--- config.mk ---
export PLATFORM = sky130hd
export DESIGN_NAME = fwd_scoreboard
export DESIGN_NICKNAME = d
export VERILOG_FILES = /design/src/rtl/fwd_scoreboard.sv
export SDC_FILE = /design/constraint.sdc
export NUM_CORES = 1
export LEC_CHECK = 0
export CORE_MARGIN = 5
export CORE_UTILIZATION = 47
export DETAILED_ROUTE_END_ITERATION = 12
export PLACE_DENSITY = 0.77
export SLEW_MARGIN = 20
export SYNTH_ARGS = -nofsm -noshare
export SYNTH_HDL_FRONTEND = slang
export SYNTH_SLANG_ARGS = --single-unit
--- constraint.sdc ---
create_clock -name clk -period 2.3 [get_ports clk]
set_clock_uncertainty 0.15 [all_clocks]
set_input_delay 0.46 -clock clk [delete_from_list [all_inputs] [get_ports clk]]
set_output_delay 0.46 -clock clk [all_outputs]
set_load 0.03 [all_outputs]
--- src/rtl/fwd_scoreboard.sv ---
// Forwarding scoreboard: tracks in-flight register writers across NUM_STG
// post-ID stages, selects the youngest matching producer per source operand,
// raises a stall when a result cannot be forwarded yet, and keeps saturating
// stall/forward counters for performance monitoring.
module fwd_scoreboard #(
   parameter int REG_W        = 4,
   parameter int NUM_STG      = 3,
   parameter int LOAD_FWD_STG = 2,
   parameter int SEL_W        = 2,
   parameter int CNT_W        = 16
) (
   input  logic             clk,
   input  logic             rst,
   input  logic             en_forwarding,
   input  logic             freeze,
   input  logic             flush,
   input  logic             id_valid,
   input  logic [REG_W-1:0] id_src1,
   input  logic [REG_W-1:0] id_src2,
   input  logic             id_src1_used,
   input  logic             id_src2_used,
   input  logic             id_wb_en,
   input  logic [REG_W-1:0] id_dst,
   input  logic             id_is_load,
   input  logic             clr_cnt,
   output logic [SEL_W-1:0] sel_src1,
   output logic [SEL_W-1:0] sel_src2,
   output logic             stall,
   output logic [CNT_W-1:0] stall_cnt,
   output logic [CNT_W-1:0] fwd_cnt
);

   localparam logic [CNT_W-1:0] CNT_MAX = {CNT_W{1'b1}};
   localparam logic [CNT_W-1:0] CNT_ONE = CNT_W'(1);

   // Winning producer for one operand: hit flag, its stage number, load flag.
   typedef struct packed {
      logic             hit;
      logic [SEL_W-1:0] stg;
      logic             ld;
   } pick_t;

   // Scoreboard entries, index k = stage k (1 = EX).
   logic [NUM_STG:1] v_r;
   logic [NUM_STG:1] wb_r;
   logic [NUM_STG:1] ld_r;
   logic [REG_W-1:0] dst_r [1:NUM_STG];

   pick_t m1_s;
   pick_t m2_s;
   logic  need1_s;
   logic  need2_s;
   logic  stall_s;

   // Youngest-match search: scan oldest to youngest so the lowest stage wins.
   always_comb begin
      m1_s = '0;
      m2_s = '0;
      for (int k = NUM_STG; k >= 1; k--) begin
         if (v_r[k] && wb_r[k] && (dst_r[k] == id_src1) && id_src1_used && id_valid) begin
            m1_s.hit = 1'b1;
            m1_s.stg = SEL_W'(k);
            m1_s.ld  = ld_r[k];
         end else begin
            m1_s = m1_s;
         end
         if (v_r[k] && wb_r[k] && (dst_r[k] == id_src2) && id_src2_used && id_valid) begin
            m2_s.hit = 1'b1;
            m2_s.stg = SEL_W'(k);
            m2_s.ld  = ld_r[k];
         end else begin
            m2_s = m2_s;
         end
      end
   end

   // Hazard decision: a match must stall when forwarding is off or a load
   // result is not available yet; a stall kills both selects, flush kills stall.
   always_comb begin
      need1_s  = m1_s.hit && (!en_forwarding || (m1_s.ld && (int'(m1_s.stg) < LOAD_FWD_STG)));
      need2_s  = m2_s.hit && (!en_forwarding || (m2_s.ld && (int'(m2_s.stg) < LOAD_FWD_STG)));
      stall_s  = (need1_s || need2_s) && !flush;
      stall    = stall_s;
      sel_src1 = '0;
      sel_src2 = '0;
      if (!stall_s && m1_s.hit && !need1_s) begin
         sel_src1 = m1_s.stg;
      end else begin
         sel_src1 = '0;
      end
      if (!stall_s && m2_s.hit && !need2_s) begin
         sel_src2 = m2_s.stg;
      end else begin
         sel_src2 = '0;
      end
   end

   // Scoreboard shift: entries age one stage per non-frozen cycle; stage 1
   // receives the ID instruction or a bubble when stalled or flushed.
   always_ff @(posedge clk or negedge rst) begin
      if (!rst) begin
         v_r  <= '0;
         wb_r <= '0;
         ld_r <= '0;
         for (int k = 1; k <= NUM_STG; k++) begin
            dst_r[k] <= '0;
         end
      end else if (!freeze) begin
         for (int k = NUM_STG; k >= 2; k--) begin
            v_r[k]   <= v_r[k-1];
            wb_r[k]  <= wb_r[k-1];
            ld_r[k]  <= ld_r[k-1];
            dst_r[k] <= dst_r[k-1];
         end
         v_r[1]   <= id_valid && !stall_s && !flush;
         wb_r[1]  <= id_wb_en;
         ld_r[1]  <= id_is_load;
         dst_r[1] <= id_dst;
      end else begin
         v_r  <= v_r;
         wb_r <= wb_r;
         ld_r <= ld_r;
      end
   end

   // Saturating perf counters; clear beats increment and works even when frozen.
   always_ff @(posedge clk or negedge rst) begin
      if (!rst) begin
         stall_cnt <= '0;
         fwd_cnt   <= '0;
      end else if (clr_cnt) begin
         stall_cnt <= '0;
         fwd_cnt   <= '0;
      end else if (!freeze) begin
         if (stall_s && (stall_cnt != CNT_MAX)) begin
            stall_cnt <= stall_cnt + CNT_ONE;
         end else begin
            stall_cnt <= stall_cnt;
         end
         if (((sel_src1 != '0) || (sel_src2 != '0)) && (fwd_cnt != CNT_MAX)) begin
            fwd_cnt <= fwd_cnt + CNT_ONE;
         end else begin
            fwd_cnt <= fwd_cnt;
         end
      end else begin
         stall_cnt <= stall_cnt;
         fwd_cnt   <= fwd_cnt;
      end
   end

endmodule

==> impl_metrics.toml <==
[final_layout]
layout_utilization_pct = 81.8
layout.nets = 480
most-common-layout-cells = "buf_4, clkdlybuf4s50_1, dfrtp_1"
diodes = 0
final_design_area_no_fill_mm2 = 0.00516
drive_above_1_share_pct = 55.9
p_r_area_growth_vs_syn_pct = 69.4
nFillCells = 365
most_frequent_standard_cell_in_the_layout_excluding_fill_and_tap_cells = "buf_4"

[run_status]
status = "complete, but fails checks"
failed_checks = "setup timing"

[routing]
route.vias.total = 3288
post_drt_wl_per_cell_um = 21.5
route.antenna.remaining_nets = 0
dr.pass1.iters = 4
routed_via_density = 6.17
postRouteWirelength_mm = 11.4
drc = 0
initialDrtViolationCount = 263

[sta]
setup_slack_ns = -0.501
slew_headroom_pct = 58.9
worst-slew-pin-transition_ns = 0.615
timing.setup.tns_ns = -11.03
period_share_pct = 122
finalHoldViolCount = 0
clock.fmax_mhz = 357
final.min_clock_period_ns = 2.80
slew_violations = 0
whs_ns = 0.397
final_setup_viols = 37
grt_setup_unrepaired = "true"

[clock_network]
clk_path_buf_depth = 2
clockRootBuffer = "clkbuf_8"
worst_setup_hold_path_clk_slew_ns = 0.10
cts_inserted_buffers = 5
clock_insertion_delay_worst_skew_ns = 0.31
cts_num_sinks = 51
clock_tree_from_tritoncts = "done"
htree_levels = 2

[global_routing]
antenna_found_initial = 0
grt_start_max_net_pins = 24
global_route.overflow_total = 0
grt.total_usage_pct = 23.7
grt_pass1_vias = 3246
first_pass_grt_wire_length_mm = 16.3

[synth]
syn-cell-area_mm2 = 0.00305
netlist_instances = 309
register_area_share_after_synthesis_pct = 41.9
yosys.area.top_type_share_pct = 41.9
synth-main-ff-cell = "dfrtp_1"
synth_seq_cells = 51
syn-num-nets = 334
edff_count_synth = 0
synth.lib_cells_used.distinct = 49
async_reset_ff_share_pct = 100
yosysTopAreaCell = "dfrtp_1"
synth.avg_cell_area_um2 = 9.87
synth.area.top_cells = "dfrtp_1, mux2_2, xnor2_1"
yosysWarningCount = 0

[pwr]
power.density_mw_per_mm2 = 423
ir_drop_mv = 0.328
p_leak_nw = 2.04

[critical_path]
cp_max_fo = 8
worst-endpoint-arrival_ns = 2.85
timing.critical_path.required_ns = 2.35
worstSetupEndpointType = "flip-flop"
crit_path_start_kind = "input pin"
path_class = "in -> reg"

[worst_hold_path]
worstHoldPathType = "reg -> reg"

[floorplanning]
die_w_um = 90.5
ioPinCount = 60
core_area_mm2 = 0.00631
design.die.area_mm2 = 0.00820
floorplan.rows = 29
die_h_um = 90.5
initial_utilization_pct = 48.3

[placed_design]
numPortBuffers = 59
placed_area_mm2 = 0.00420
finalWeightedCongestion = 0.988
hpwlAfterDp_mm = 6.18

[flow_run]
cap_viol_max_count = 0
## cells in the mapped netlist (2+ instances only)
library cell,number
nand4_1,10
inv_1,4
o31ai_1,19
clkbuf_1,10
nor3b_1,3
nand2_1,14
nor3_1,2
xnor2_1,21
and3_1,5
xor2_1,4
nor4_1,3
nor2_1,14
nor2b_1,7
nor4b_1,2
nand2b_1,4
or3_1,6
mux2_2,23
o21ai_0,8
ha_1,2
dfrtp_1,51
buf_2,5
and4_1,2
nand3_1,20
or4_1,20
a21oi_1,25
o21ba_2,2
## per-stage QoR
stage	setup WS (ns)	total power [W]	cells
2_1_floorplan	-0.0206	0.00119	309
3_3_place_gp	-0.880	0.00137	494
3_5_place_dp	-1.01	0.00138	494
4_1_cts	-0.317	0.00209	524
5_1_grt	-0.539	0.00226	533
6_report	-0.501	0.00219	533
## area by class of cell
class                   instances  area (µm²)  area share, %
multi-input cells             241        2300           44.6
repair buffers                152        1340           25.9
flip-flops and latches         51        1290           25.1
well taps                      77        96.3           1.87
clock buffers                   6        82.6           1.60
clock inverters                 2        35.0          0.678
inverters                       4        15.0          0.291
## registers in the layout, summed over array words and instances, names as in the netlist
name	count
stall_cnt	16
wb_r	3
ld_r	1
fwd_cnt	16
v_r	3
dst_r	12
## metal layers
metal / wire, µm / global-route usage, % / up-vias / part of all wire [%]
met5: 0 / 0 / - / 0
met4: 343 / 7.94 / 0 / 3.0
met3: 480 / 3.75 / 32 / 4.2
met2: 5990 / 38.3 / 133 / 52
met1: 4620 / 32.1 / 1659 / 40
li1: - / - / 1464 / -
## cells by family after synthesis
group | share of synthesized area, %
simple gates | 23.3
compound gates | 14.9
flops | 41.9
xor+xnor | 7.18
mux | 8.82
buf+inv | 3.04
fa+ha+maj | 0.821
## power by group
group / internal, W / leakage (nW) / switching [W]
combinational: 0.000263 / 1.33 / 0.000235
sequential: 0.000945 / 0.652 / 0.0000642
clock: 0.000353 / 0.0612 / 0.000325
total: 0.00156 / 2.04 / 0.000624
## final timing paths
path / cells past startpoint / from / slack [ns] / to
setup / recovery: 9 / id_src1[2] / -0.50 / stall_cnt[15]$_DFFE_PN0P_
hold / removal: 1 / v_r[3]$_DFFE_PN0N_ / 0.40 / v_r[3]$_DFFE_PN0N_
setup reg to reg: 7 / dst_r[5]$_DFFE_PN0N_ / -0.40 / stall_cnt[15]$_DFFE_PN0P_
hold reg to reg: 1 / v_r[3]$_DFFE_PN0N_ / 0.40 / v_r[3]$_DFFE_PN0N_
max in group asynchronous: 3 / rst / 0.87 / dst_r[3]$_DFFE_PN0N_
min in group asynchronous: 2 / rst / 0.49 / dst_r[2]$_DFFE_PN0N_
## what timing repair did
action | in CTS | in global routing
hold endpoints to repair | 19 | 0
pin swaps | 34 | 36
buffers inserted | 17 | 9
cloned | 4 | 0
hold buffers | 1 | 0
gates resized for setup | 81 | 83
endpoints found under the setup margin | 37 | 37
## worst max-delay path: stages
cell and delay [ns]:
dlygate4sd2_1 0.33, xnor2_1 0.33, nand3_1 0.18, o22a_1 0.22, buf_4 0.15, a211oi_4 0.33
nor2_4 0.15, nor4_2 0.32, mux2_2 0.38
Power figures use the tool's default switching activity.
